File: src/rtl/uart_tx.sv
// Transmit half of a 16550-style UART: pulls characters from the holding FIFO and
// serialises start, 5-8 data bits LSB-first, optional parity and stop bits at 16 ticks per bit.
module uart_tx (
  input  logic       clk,
  input  logic       rst,
  input  logic       baud_pulse,
  input  logic       thre,
  input  logic       set_break,
  input  logic       sticky_parity,
  input  logic       eps,
  input  logic       pen,
  input  logic       stb,
  input  logic [1:0] wls,
  input  logic [7:0] din,
  output logic       pop,
  output logic       sreg_empty,
  output logic       tx
);

  typedef enum logic [2:0] {IDLE, START, DATA, PARITY, STOP} state_t;

  state_t      state, state_nx;
  logic [4:0]  tick, tick_nx;
  logic [2:0]  idx, idx_nx;
  logic [7:0]  shreg, shreg_nx;
  logic [1:0]  f_wls, f_wls_nx;
  logic        f_pen, f_pen_nx;
  logic        f_eps, f_eps_nx;
  logic        f_sp, f_sp_nx;
  logic        f_stb, f_stb_nx;
  logic        pop_nx;

  logic [7:0]  data_mask;
  logic        data_xor;
  logic        parity_bit;
  logic [2:0]  last_idx;
  logic [4:0]  stop_last;
  logic        line;

  always_ff @(posedge clk or negedge rst) begin
    if (!rst) begin
      state <= IDLE;
      tick  <= '0;
      idx   <= '0;
      shreg <= '0;
      f_wls <= '0;
      f_pen <= 1'b0;
      f_eps <= 1'b0;
      f_sp  <= 1'b0;
      f_stb <= 1'b0;
      pop   <= 1'b0;
    end else begin
      state <= state_nx;
      tick  <= tick_nx;
      idx   <= idx_nx;
      shreg <= shreg_nx;
      f_wls <= f_wls_nx;
      f_pen <= f_pen_nx;
      f_eps <= f_eps_nx;
      f_sp  <= f_sp_nx;
      f_stb <= f_stb_nx;
      pop   <= pop_nx;
    end
  end

  // Frame-local LCR copies decide word length, parity and stop length for the whole frame.
  always_comb begin
    data_mask  = 8'hFF >> (2'd3 - f_wls);
    data_xor   = ^(shreg & data_mask);
    parity_bit = f_sp ? ~f_eps : (f_eps ? data_xor : ~data_xor);
    last_idx   = {1'b0, f_wls} + 3'd4;
    if (!f_stb)              stop_last = 5'd15;
    else if (f_wls == 2'b00) stop_last = 5'd23;
    else                     stop_last = 5'd31;
  end

  always_comb begin
    state_nx = state;
    tick_nx  = tick;
    idx_nx   = idx;
    shreg_nx = shreg;
    f_wls_nx = f_wls;
    f_pen_nx = f_pen;
    f_eps_nx = f_eps;
    f_sp_nx  = f_sp;
    f_stb_nx = f_stb;
    pop_nx   = 1'b0;
    if (baud_pulse) begin
      tick_nx = tick + 5'd1;
      case (state)
        IDLE: begin
          tick_nx = '0;
          if (!thre) begin
            shreg_nx = din;
            f_wls_nx = wls;
            f_pen_nx = pen;
            f_eps_nx = eps;
            f_sp_nx  = sticky_parity;
            f_stb_nx = stb;
            pop_nx   = 1'b1;
            state_nx = START;
          end
        end
        START: begin
          if (tick == 5'd15) begin
            tick_nx  = '0;
            idx_nx   = '0;
            state_nx = DATA;
          end
        end
        DATA: begin
          if (tick == 5'd15) begin
            tick_nx = '0;
            if (idx == last_idx) state_nx = f_pen ? PARITY : STOP;
            else                 idx_nx   = idx + 3'd1;
          end
        end
        PARITY: begin
          if (tick == 5'd15) begin
            tick_nx  = '0;
            state_nx = STOP;
          end
        end
        STOP: begin
          if (tick == stop_last) begin
            tick_nx  = '0;
            state_nx = IDLE;
          end
        end
        default: begin
          tick_nx  = '0;
          state_nx = IDLE;
        end
      endcase
    end
  end

  always_comb begin
    case (state)
      START:   line = 1'b0;
      DATA:    line = shreg[idx];
      PARITY:  line = parity_bit;
      default: line = 1'b1;
    endcase
  end

  // Break masks the line only; the frame keeps its timing underneath.
  assign tx         = line & ~set_break;
  assign sreg_empty = (state == IDLE);

endmodule

File: config.mk
export PLATFORM = sky130hd
export DESIGN_NAME = uart_tx
export DESIGN_NICKNAME = d
export VERILOG_FILES = /design/src/rtl/uart_tx.sv
export SDC_FILE = /design/constraint.sdc
export NUM_CORES = 1
export LEC_CHECK = 0
export ABC_AREA = 0
export CAP_MARGIN = 20
export CELL_PAD_IN_SITES_DETAIL_PLACEMENT = 1
export CELL_PAD_IN_SITES_GLOBAL_PLACEMENT = 1
export CORE_AREA = 2 2 51 77
export CTS_BUF_LIST = sky130_fd_sc_hd__clkbuf_8 sky130_fd_sc_hd__clkbuf_16
export DETAILED_ROUTE_END_ITERATION = 8
export DIE_AREA = 0 0 53 79
export HOLD_SLACK_MARGIN = 0.06
export PLACE_DENSITY = 0.94
export REMOVE_ABC_BUFFERS = 1
export SLEW_MARGIN = 40
export SYNTH_ARGS = -nofsm -noshare
export SYNTH_HDL_FRONTEND = slang
export SYNTH_SLANG_ARGS = --single-unit
File: constraint.sdc
create_clock -name clk -period 6.15 [get_ports clk]
set_input_delay 1.23 -clock clk [delete_from_list [all_inputs] [get_ports clk]]
set_output_delay 1.23 -clock clk [all_outputs]
set_load 0.01 [all_outputs]
After elaboration in Yosys (flattened, before gate mapping)

Index checks and enable logic that the tools add are counted.
W data, S select, Z words.

Bits in registers: 26
ROM bits: 0
Logic and storage cells: 69
Bits of input ports: 19
RAM bits: 0
Output and inout port bits: 3
Memories: 0
Bits in latches: 0

Reduce and logical (&&, ||, !) cells: 8
Equality and inequality tests: 14
Muxes and demuxes: 25
Shift operators: 1
Multipliers: 0
Divide/modulo/power cells: 0
Bitwise logic cells: 6
$lt $le $gt $ge: 1
Add/subtract/negate cells: 4

Operators with widths:

| cell                  | number |
|---|---|
| $mux W3               | 10 |
| $mux W5               | 3 |
| $pmux W3 S5           | 1 |
| $ne A2 B2 Y1 const B  | 7 |
| $pmux W5 S2           | 1 |
| $and A8 B8 Y8         | 1 |
| $reduce_xor A8 Y1     | 1 |
| $shr A8 B2 Y8 const A | 1 |
| $reduce_and A7 Y1     | 1 |
| $eq A3 B2 Y1 const B  | 2 |
| $mux W1               | 6 |
| $pmux W3 S2           | 1 |
| $add A5 B1 Y5 const B | 1 |
| $eq A5 B4 Y1 const B  | 1 |
| $eq A5 B5 Y1          | 1 |
| $reduce_and A5 Y1     | 1 |
| $lt A3 B4 Y1 const B  | 1 |
| $mux W4               | 1 |
| $not A1 Y1            | 4 |
| $add A2 B3 Y3 const B | 1 |
| $add A3 B1 Y3 const B | 1 |
| $bmux W1 S3           | 1 |
| $eq A3 B1 Y1 const B  | 1 |
| $eq A3 B3 Y1          | 1 |
| 9 further kinds       | 9 |

Longest topological paths before layout

Depth in word-level cells: 9
Mapped depth: 9
Mapped depth without buffers: 9

Worst setup path after synthesis

No wires, ideal clock.

Path type: reg-to-output
Start: reg idx[1]
End: out tx
Stages on the path, launching flop included: 7
Required time: 4.920 ns
Arrival time: 1.730 ns
Buffers on the path: 1
Setup slack: 3.190 ns
Cell sequence: dfrtp_1 -> buf_6 -> mux2_1 -> mux4_2 -> o21ai_1 -> nor3_1 -> o31a_1

Word-level cells in the longest chain between the ends: 4

Ends and longest elaborated chain:

| element                       | RTL line | RTL |
|---|---|---|
| from (decl)                   | 24       | `logic [2:0] idx, idx_nx;` |
| from (signal assigned)        | 55       | `idx <= idx_nx;` |
| $bmux W1 S3                   | 141      | `DATA: line = shreg[idx];` |
| $mux W1 (implied by the code) | 141      |  |
| $pmux W1 S3                   | 139      | `case (state)` |
| $and A1 B1 Y1                 | 148      | `assign tx = line & ~set_break;` |
| to (decl)                     | 17       | `output logic tx` |

Every way passes these cells. The select of a mux whose other input is x is not followed.

Final worst setup path

Start: reg f_wls[0]
End: out tx

Word-level cells in the longest chain between the ends: 9

Ends and longest elaborated chain:

| element                 | RTL line | RTL |
|---|---|---|
| from (decl)             | 26       | `logic [1:0] f_wls, f_wls_nx;` |
| from (signal assigned)  | 57       | `f_wls <= f_wls_nx;` |
| $sub A2 B2 Y2 *         | 68       | `data_mask = 8'hFF >> (2'd3 - f_wls);` |
| $shr A8 B2 Y8 *         | 68       |  |
| $and A8 B8 Y8 *         | 69       | `data_xor = ^(shreg & data_mask);` |
| $reduce_xor A8 Y1 *     | 69       |  |
| $not A1 Y1              | 70       | `parity_bit = f_sp ? ~f_eps : (f_eps ? data_xor : ~data_xor);` |
| $mux W1 * (2 in series) | 70       |  |
| $pmux W1 S3 *           | 139      |  |
| $and A1 B1 Y1 *         | 148      |  |

Every way passes the cells marked *; elsewhere a longest branch is shown, timed or not.

==> impl_metrics.json <==
{
  "tritoncts": "built",
  "final.setup_skew_ns": 0.00398,
  "cp_top_family": "XOR/XNOR gates",
  "setup_viol": 0,
  "start_kind": "flop",
  "yosysUniqueCellTypes": 41,
  "antenna_left": 0,
  "core_um2": 3550,
  "leakagePower_nw": 0.839,
  "io_pins": 22,
  "cap_violations": 0,
  "viasPerCell": 5.44,
  "synth.yosys.warnings": 0,
  "hold_viol_final": 0,
  "final_common_cell": "nand2_1",
  "fin_nets": 208,
  "syn_area_per_cell_um2": 9.08,
  "synth.area.top_cells": "dfrtp_1, nand2_1, xnor2_1, ha_1, mux2_1",
  "wirelength_mm": 3.68,
  "route.vias.total": 1236,
  "fin_hold_ws_ns": 0.530,
  "io_buffers": 21,
  "syn_to_final_growth_pct": 19.5,
  "dp_hpwl_mm": 2.78,
  "routabilityCongestion": 0.831,
  "clock-sinks": 26,
  "total_power_mw": 0.772,
  "finalCritPeriodShare": 0.642,
  "path_class": "reg2out",
  "grt_pass1_wl_mm": 6.50,
  "drive_gt1_frac": 0.0707,
  "cpPeakStageDelay_ns": 0.53,
  "drtIter0Drc": 22,
  "max_freq_ghz": 0.253,
  "cts.htree.levels": 1,
  "drc": 0,
  "path_buf_inv": 1,
  "slew_violations": 0,
  "seq_area_frac_synth": 0.432,
  "status": "finished clean",
  "cts.repair.resized": 0,
  "cp_max_fo": 6,
  "grt_setup_unrepaired": "false",
  "cts.clk_slew.worst_paths_ns": 0.09,
  "rows": 27,
  "cts_setup_buffers": 0,
  "min_period_ns": 3.95,
  "post_drt_wl_per_cell_um": 16.2,
  "dieArea_um2": 4190,
  "timing.final.ws_setup_ns": 2.20,
  "path_cells": "o21ai_1, xnor2_1, xnor3_1, o21a_1, nor3_1, o31a_1, clkdlybuf4s50_1",
  "vdd_drop_max_mv": 0.296,
  "antennaDiodeCount": 0,
  "cp-end-kind": "primary output",
  "clockBufferDepth": 2,
  "dieHeight_um": 79,
  "critPathRequiredTime_ns": 4.92,
  "synth_top_area_share": 0.432,
  "ys_ff_latch": 26,
  "fillers": 429,
  "syn_inst": 166,
  "utilization": 0.508,
  "tightest_slew_ns": 0.584,
  "mostFrequentLayoutCells": "nand2_1, dfrtp_1, clkdlybuf4s50_1, nor2_1, xnor2_1",
  "synth_area_um2": 1510,
  "crit_slowest_cell": "clkdlybuf4s50_1",
  "grt_max_degree": 27,
  "slew_headroom": 0.611,
  "start_util": 0.425,
  "worstPathArrival_ns": 2.72,
  "first_pass_iters": 4,
  "fp.dieW_um": 53,
  "cts_made_buffers": 3,
  "grt-ovfl-total": 0,
  "synth_largest_area_cell": "dfrtp_1",
  "insertion_delay_ns": 0.28,
  "worst_hold_path_type": "reg2reg",
  "place_ws_ns": 2.60,
  "grt_use_total": 0.210,
  "power_density_nw_per_um2": 429,
  "cts-root-buf": "clkbuf_8",
  "grt_pass1_vias": 1398,
  "cts_hold_buf": 0,
  "antenna_found_initial": 0,
  "setup_tns_ns": 0
}
## worst register-to-register path, cell delays in order (launching register included)
cell	delay, ns
dfrtp_1	0.52
nor3_1	0.32
nand3b_1	0.45
inv_1	0.59
o21ai_0	0.15
## synth_stat cells
cell and count:
a211oi_1 1, a21boi_0 2, a21o_1 1, a21oi_1 5
a221o_1 1, a32o_1 1, and2_1 1, and3_1 3
and3b_1 1, buf_2 2, buf_6 1, clkbuf_1 4
dfrtp_1 26, ha_1 4, inv_1 7, mux2_1 4
mux2_2 2, mux2_4 1, mux2i_1 1, mux4_2 1
nand2_1 48, nand2b_1 1, nand3_1 3, nand3b_1 1
nor2_1 10, nor2b_1 1, nor3_1 5, nor3_4 1
nor3b_1 1, nor3b_2 1, o211ai_1 1, o21a_1 1
o21ai_0 5, o21ai_1 3, o21ba_2 1, o22ai_1 1
o2bb2ai_1 2, o311ai_2 1, o31a_1 1, xnor2_1 8
xnor3_1 1
## final cells by class
| type | instances | area, µm² | share of cell area |
|---|---|---|---|
| Clock buffer | 3 | 41.3 | 0.0229 |
| Clock inverter | 1 | 30.0 | 0.0167 |
| Inverter | 7 | 26.3 | 0.0146 |
| Multi-Input combinational cell | 126 | 795 | 0.441 |
| Sequential cell | 26 | 651 | 0.361 |
| Tap cell | 43 | 53.8 | 0.0299 |
| Timing Repair Buffer | 21 | 205 | 0.114 |
## registers in the layout, indices dropped and copies added (netlist names)
signal,flops
tick,5
f_eps,1
f_sp,1
f_stb,1
shreg,8
f_pen,1
f_wls,2
idx,3
pop,1
state,3
## stage by stage
stage | cells | cell area (µm²)
2_1_floorplan | 159 | 1470
3_3_place_gp | 223 | 1740
3_5_place_dp | 223 | 1730
4_1_cts | 227 | 1800
5_1_grt | 227 | 1800
6_report | 227 | 1800
## final timing paths
path,slack (ns),endpoint,cells after the start,start
hold reg to reg,0.53,shreg[5],2,shreg[5]
setup reg to reg,3.99,f_pen,4,state[2]
setup / recovery,2.20,tx,7,f_wls[0]
min in group asynchronous,0.94,shreg[6],1,rst
hold / removal,0.53,shreg[5],2,shreg[5]
max in group asynchronous,4.83,f_pen,1,rst
## per-layer routing
| metal | vias to the layer above | wire [µm] | part of all wire | track usage |
|---|---|---|---|---|
| li1 | 596 | - | - | - |
| met1 | 599 | 1330 | 0.36 | 0.225 |
| met2 | 28 | 2120 | 0.58 | 0.395 |
| met3 | 13 | 98 | 0.027 | 0.0226 |
| met4 | 0 | 125 | 0.034 | 0.0923 |
| met5 | - | 0 | 0 | 0 |
## power by group
| part | switching [mW] | internal [mW] |
|---|---|---|
| logic | 0.149 | 0.174 |
| registers | 0.0779 | 0.229 |
| clock network | 0.0554 | 0.0872 |
| total | 0.282 | 0.490 |
## cells by family after synthesis
kind of cell	Yosys count	share of synthesized area
adders and majority gates	4	0.0332
AOI/OAI and AO/OA	27	0.125
and+or+nand+nor	77	0.231
muxes	9	0.0763
DFF	26	0.432
buffers and inverters	14	0.0415
xor gates and xnor gates	9	0.0614
No activity file was read; power rests on OpenSTA's default activity.
